$ cat src/rtl/mdu_57_pkg.sv
// mdu_57_pkg -- shared definitions for the mdu_57 multiply/divide unit.
//   op encodings, FSM state enum, divider cycle counts and a small
//   conditional absolute-value helper used by the divider setup step.
package mdu_57_pkg;

  localparam logic [2:0] OP_MULT  = 3'b000;
  localparam logic [2:0] OP_MULTU = 3'b001;
  localparam logic [2:0] OP_DIV   = 3'b010;
  localparam logic [2:0] OP_DIVU  = 3'b011;
  localparam logic [2:0] OP_MTHI  = 3'b100;
  localparam logic [2:0] OP_MTLO  = 3'b101;

  localparam int DIV_ITERS  = 32;
  localparam int DIV_CYCLES = 34;  // setup + DIV_ITERS + sign fix

  typedef enum logic [2:0] {
    IDLE,
    MUL,
    DIV_SETUP,
    DIV_ITER,
    DIV_FIX
  } state_t;

  // Magnitude of v when it is a signed operand, v itself otherwise.
  // 0x80000000 maps to itself, which is the correct unsigned magnitude.
  function automatic logic [31:0] abs_if(input logic [31:0] v, input logic sgn);
    return (sgn && v[31]) ? -v : v;
  endfunction

endpackage

$ cat src/rtl/mdu_57_div.sv
// mdu_57_div -- iterative restoring divider core.
//   start      : latch dividend/divisor/is_signed (only honoured when idle)
//   abort      : return to idle, result discarded
//   iter_last  : high during the final restoring iteration
//   done       : high during the sign-fix cycle; quotient/remainder valid
//   div_zero   : divisor was zero (result must not be committed)
// Sequence: setup (magnitudes) -> DIV_ITERS iterations -> sign fix.
module mdu_57_div
  import mdu_57_pkg::*;
(
  input  logic        clk,
  input  logic        reset_n,
  input  logic        start,
  input  logic        abort,
  input  logic        is_signed,
  input  logic [31:0] dividend,
  input  logic [31:0] divisor,
  output logic        iter_last,
  output logic        done,
  output logic        div_zero,
  output logic [31:0] quotient,
  output logic [31:0] remainder
);

  state_t      phase;
  logic [31:0] a_q, b_q, dvs, quo, rem;
  logic        sgn, neg_q, neg_r, dz;
  logic [4:0]  cnt;

  // One restoring step: shift next dividend bit into the partial remainder
  // and subtract the divisor; a clear borrow bit means the subtract stands.
  logic [32:0] rem_sh, diff;
  assign rem_sh = {rem, quo[31]};
  assign diff   = rem_sh - {1'b0, dvs};

  always_ff @(posedge clk or negedge reset_n) begin
    if (!reset_n) begin
      phase <= IDLE;
      a_q   <= '0;
      b_q   <= '0;
      dvs   <= '0;
      quo   <= '0;
      rem   <= '0;
      sgn   <= 1'b0;
      neg_q <= 1'b0;
      neg_r <= 1'b0;
      dz    <= 1'b0;
      cnt   <= '0;
    end else if (abort) begin
      phase <= IDLE;
    end else begin
      case (phase)
        IDLE: if (start) begin
          a_q   <= dividend;
          b_q   <= divisor;
          sgn   <= is_signed;
          phase <= DIV_SETUP;
        end
        DIV_SETUP: begin
          quo   <= abs_if(a_q, sgn);
          dvs   <= abs_if(b_q, sgn);
          rem   <= '0;
          neg_q <= sgn && (a_q[31] ^ b_q[31]);
          neg_r <= sgn && a_q[31];
          dz    <= (b_q == '0);
          cnt   <= '0;
          phase <= DIV_ITER;
        end
        DIV_ITER: begin
          rem   <= diff[32] ? rem_sh[31:0] : diff[31:0];
          quo   <= {quo[30:0], ~diff[32]};
          cnt   <= cnt + 5'd1;
          if (iter_last) phase <= DIV_FIX;
        end
        DIV_FIX: phase <= IDLE;
        default: phase <= IDLE;
      endcase
    end
  end

  assign iter_last = (phase == DIV_ITER) && (cnt == 5'(DIV_ITERS - 1));
  assign done      = (phase == DIV_FIX);
  assign div_zero  = dz;
  // Quotient truncates toward zero; remainder follows the dividend's sign.
  assign quotient  = neg_q ? -quo : quo;
  assign remainder = neg_r ? -rem : rem;

endmodule

$ cat src/rtl/mdu_57.sv
// mdu_57 -- MIPS-style HI/LO multiply/divide unit.
//   clk, reset_n      : clock, async active-low reset
//   flush             : abort in-progress op (only with MDU_57_FLUSH_EN)
//   start, op         : request strobe and operation (see mdu_57_pkg)
//   rs_d, rt_d        : operands A / B
//   busy              : operation in progress
//   hi, lo            : architectural HI/LO registers
// Parameter MULT_CYCLES (1..16): busy cycles for mult/multu.
// Define MDU_57_FLUSH_EN to add the flush input.
module mdu_57
  import mdu_57_pkg::*;
#(
  parameter int MULT_CYCLES = 5
) (
  input  logic        clk,
  input  logic        reset_n,
`ifdef MDU_57_FLUSH_EN
  input  logic        flush,
`endif
  input  logic        start,
  input  logic [2:0]  op,
  input  logic [31:0] rs_d,
  input  logic [31:0] rt_d,
  output logic        busy,
  output logic [31:0] hi,
  output logic [31:0] lo
);

  state_t      state;
  logic [63:0] prod;
  logic [4:0]  mcnt;
  logic        flush_i;

`ifdef MDU_57_FLUSH_EN
  assign flush_i = flush;
`else
  assign flush_i = 1'b0;
`endif

  logic is_mul, is_div, div_start;
  assign is_mul    = (op == OP_MULT) || (op == OP_MULTU);
  assign is_div    = (op == OP_DIV)  || (op == OP_DIVU);
  assign div_start = (state == IDLE) && start && !flush_i && is_div;

  // Sign- or zero-extend to 64 bits; the low 64 bits of the 64x64 product
  // are then the exact 32x32 product for either signedness.
  logic [63:0] a_ext, b_ext, prod_next;
  assign a_ext     = {{32{(op == OP_MULT) && rs_d[31]}}, rs_d};
  assign b_ext     = {{32{(op == OP_MULT) && rt_d[31]}}, rt_d};
  assign prod_next = a_ext * b_ext;

  logic        div_last, div_done, div_zero;
  logic [31:0] div_quo, div_rem;

  mdu_57_div u_div (
    .clk       (clk),
    .reset_n   (reset_n),
    .start     (div_start),
    .abort     (flush_i),
    .is_signed (op == OP_DIV),
    .dividend  (rs_d),
    .divisor   (rt_d),
    .iter_last (div_last),
    .done      (div_done),
    .div_zero  (div_zero),
    .quotient  (div_quo),
    .remainder (div_rem)
  );

  always_ff @(posedge clk or negedge reset_n) begin
    if (!reset_n) begin
      state <= IDLE;
      busy  <= 1'b0;
      hi    <= '0;
      lo    <= '0;
      prod  <= '0;
      mcnt  <= '0;
    end else if (flush_i) begin
      // Flush wins over completion and over a same-cycle start.
      state <= IDLE;
      busy  <= 1'b0;
    end else begin
      case (state)
        IDLE: if (start) begin
          if (is_mul) begin
            prod  <= prod_next;
            mcnt  <= 5'(MULT_CYCLES);
            state <= MUL;
            busy  <= 1'b1;
          end else if (is_div) begin
            state <= DIV_SETUP;
            busy  <= 1'b1;
          end else if (op == OP_MTHI) begin
            hi <= rs_d;
          end else if (op == OP_MTLO) begin
            lo <= rs_d;
          end
        end
        MUL: begin
          if (mcnt == 5'd1) begin
            hi    <= prod[63:32];
            lo    <= prod[31:0];
            state <= IDLE;
            busy  <= 1'b0;
          end else begin
            mcnt <= mcnt - 5'd1;
          end
        end
        DIV_SETUP: state <= DIV_ITER;
        DIV_ITER:  if (div_last) state <= DIV_FIX;
        DIV_FIX: begin
          // Divide by zero runs the full sequence but commits nothing.
          if (div_done && !div_zero) begin
            hi <= div_rem;
            lo <= div_quo;
          end
          state <= IDLE;
          busy  <= 1'b0;
        end
        default: begin
          state <= IDLE;
          busy  <= 1'b0;
        end
      endcase
    end
  end

endmodule

$ cat config.mk
export PLATFORM = sky130hd
export DESIGN_NAME = mdu_57
export DESIGN_NICKNAME = d
export VERILOG_FILES = /design/src/rtl/mdu_57_pkg.sv /design/src/rtl/mdu_57_div.sv /design/src/rtl/mdu_57.sv
export SDC_FILE = /design/constraint.sdc
export NUM_CORES = 2
export LEC_CHECK = 0
export CORE_MARGIN = 4
export CORE_UTILIZATION = 30
export CTS_CLUSTER_DIAMETER = 200
export CTS_CLUSTER_SIZE = 28
export DETAILED_ROUTE_END_ITERATION = 8
export DONT_BUFFER_PORTS = 1
export HOLD_SLACK_MARGIN = 0.06
export PLACE_DENSITY = 0.44
export SYNTH_ARGS = -nofsm -noshare
export SYNTH_HDL_FRONTEND = slang
export SYNTH_SLANG_ARGS = --single-unit
$ cat constraint.sdc
create_clock -name clk -period 4.3 [get_ports clk]
set_input_delay 0 -clock clk [delete_from_list [all_inputs] [get_ports clk]]
set_output_delay 0 -clock clk [all_outputs]
set_load 0.01 [all_outputs]
==> metrics.txt <==
Layout Nets=7680; TritonCTS clock tree=done; top_reg_cell synth=dfrtp_1; Die H=435.9 um; Detail Route met2 WL=93820 um; Worst Path Buf+Inv=14; Setup CP Type=input port to register; Post-Syn Area=54940 um^2; crit path launch=op[2]; violated checks=hold timing, slew limit, setup timing; CP max stage delay=560 ps; Via density=4.894; Max Fclk=145.8 MHz; post-synthesis compound-gate area fraction=0.08411; number of synthesized flops with an enable pin=0; critical path data arrival time=7290 ps; Residual DRC=0; post-synth top area cell=fa_1; Pins Over Slew Limit=13; fin worst setup slack=-2560 ps; final clock skew=38.02 ps; Crit path depth=33; syn nets=7585; Netlist cell types=76; Rows=156; CP max stage cell=fa_1; capturing point of the worst reg2reg path=u_div.rem[30]; Metal-1 WL=86490 um; Final Hold Slack=-820.8 ps; total wire length=195000 um; share of the synthesized area in the top cell type=0.4103; RSZ-0062 raised after global routing=true; die area=190000 um^2; P&R area growth vs syn=14.83%; async set-reset flop share out of synthesis=1.000; number of DRC markers in iteration 0=3206; post-synthesis mux area share=0.01628; largest net degree at the start of global routing=310; # IOs=135; first-pass GRT wire length=297300 um; share of cells above drive strength 1=0.1385; Syn. warnings=0; status=finished, violations left; Post-Route Utilization=0.3479; Reg2Reg Depth=15; placed instance area=59880 um^2; minimum clock period=6860 ps; CP most frequent cell=buf_6; WL per Instance=22.62 um; top sig layer=met4; CTS HTree Levels=1; Initial Util=0.3030; All-Layer GR Usage=0.2060; Synth area leaders=fa_1 (41%), dfrtp_1 (14%), inv_1 (8.2%), nand2_1 (7.4%), ha_1 (5.7%); Post-Synth Adder-Cell Area=0.4677; CTS clock-pin slew for the worst setup and hold paths=120 ps; Post-CTS Hold Buffers=70; syn_area_per_cell=8.951 um^2; final antenna-violating net count=0; number of global-route vias before repair=45.24k; synth cell count leaders=inv_1 (1202), fa_1 (1126), nand2_1 (1085), clkbuf_1 (360), and2_1 (313); Sink Count=309; worst min path class=input port to async pin; die width=435.9 um; endpoints failing setup=54; Critical Path Sink=prod[53]; GRT overflow=0; detailed placement HPWL=138100 um; worst rel slew slack=-0.002580; Max-Cap Viols=0; Post-Synth Simple-Gate Area=0.1490; last weighted congestion value of the routability-driven placer=0.8600; worst r2r src=u_div.quo[31]; clock root buffer master=clkbuf_16; Yosys reg bits=309; clock latency on the worst-skew pair=530 ps; flop-to-flop setup slack=380 ps; initial antenna violation count=30; detailed-router iteration count before antenna repair=5; Routed met3 length=10920 um; CP top delay family=adder cells; number of port buffers=0; Setup TNS=-92970 ps; Slew @ Worst Pin=1504 ps; vias=42.19k; Non-Filler Cell Area, Final=63080 um^2; area of the core=181300 um^2; Critical Path Start Type=input port; Critical Path End Type=register; Max Fanout on Critical Path=7; main combinational cell family by area after synthesis=adder cells; Final period util=1.595; Hold Vio Cnt, Final=309; xor and xnor area share after synthesis=0.03380; clock buffer depth=3; most common cell in the netlist=inv_1; synthesized instance count=6137; WP data required=4730 ps; sequential area share after synthesis=0.1408; TritonCTS buffer count=15
==> worst min path at each step <==
stage          slack (ps)  cells after the start  startpoint     end
5_1_grt              -850                      0     reset_n  hi[12]
2_1_floorplan        -300                      0     reset_n    busy
3_3_place_gp         -270                      0     reset_n  hi[12]
3_5_place_dp         -270                      0     reset_n  hi[12]
6_report             -820                      0     reset_n  hi[12]
4_1_cts              -860                      0     reset_n  hi[12]
==> cells by family after synthesis <==
kind of cell               count (synthesis)
and+or+nand+nor                         1827
muxes                                     81
xor gates and xnor gates                 212
AOI/OAI and AO/OA                        750
DFF                                      309
buffers and inverters                   1580
adders and majority gates               1378
==> metrics by stage <==
stage	instances	setup slack (ps)	hold WS, ps
finish	8622	-2560	-820.8
global route	8608	-2793	-854.8
CTS	8577	-2551	-857.1
detailed placement	8458	-3254	-270.4
global placement	8458	-3266	-270.5
floorplan	6137	-3087	-295.6
==> cells in the final DEF (no fill, tap or decap), drive strengths merged, types with 13 or more instances in the layout <==
master	n
and2	314
buf	385
dfrtp	309
and3	33
o31ai	44
or3	19
ha	252
nor2	205
a21o	39
nor2b	19
xor2	114
clkbuf	17
o21ai	311
a211oi	15
dlygate4sd3	70
a31oi	13
fa	1126
nand4	16
nor4	18
inv	1201
mux2	67
mux2i	14
diode	19
nor3	33
o41ai	15
xnor2	98
o21bai	17
a221oi	68
nand2b	18
nand2	1085
nand3	30
a21oi	165
==> metal layers <==
layer,vias to the layer above,track usage
met5,-,0
met4,0,0.03536
met3,164,0.02019
met2,1174,0.3477
met1,22100,0.2908
li1,18750,-
==> timing repair <==
action,CTS,global route
endpoints found under the hold margin,454,309
pin swaps,126,143
setup buffers,33,37
setup endpoints to repair,53,54
resized for setup,211,188
cloned,1,0
==> cell type report <==
cell class                      count  area, um^2
Antenna cell                       19       47.55
Sequential cell                   309        7734
Tap cell                         2370        2965
Fill cell                       18710      118200
Multi-Input combinational cell   4249       43380
Clock buffer                       17       382.9
Inverter                         1202        4543
Timing Repair Buffer              455        4004
Clock inverter                      1       30.03
==> worst register-to-register path, cell delays in order, from the launching register on <==
cell and delay, ps:
dfrtp_1 410, inv_1 120, ha_1 180, inv_1 60, fa_1 420, a211oi_1 220, nor2_1 130, o31a_1 320
a211o_1 370, a211o_1 370, o21a_1 240, a311oi_4 250, buf_12 280, and2_1 280, a22oi_1 100, o31ai_1 90
==> registers in the layout, indices dropped and copies added (netlist names), 3 cells and up <==
register / count
u_div.quo: 32
u_div.cnt: 5
u_div.phase: 3
u_div.b_q: 32
mcnt: 5
u_div.rem: 32
u_div.dvs: 32
hi: 32
u_div.a_q: 32
prod: 64
state: 3
lo: 32
Power is not shown: default switching activity piles up to over one toggle a cycle in this logic, so the estimate is an artifact.
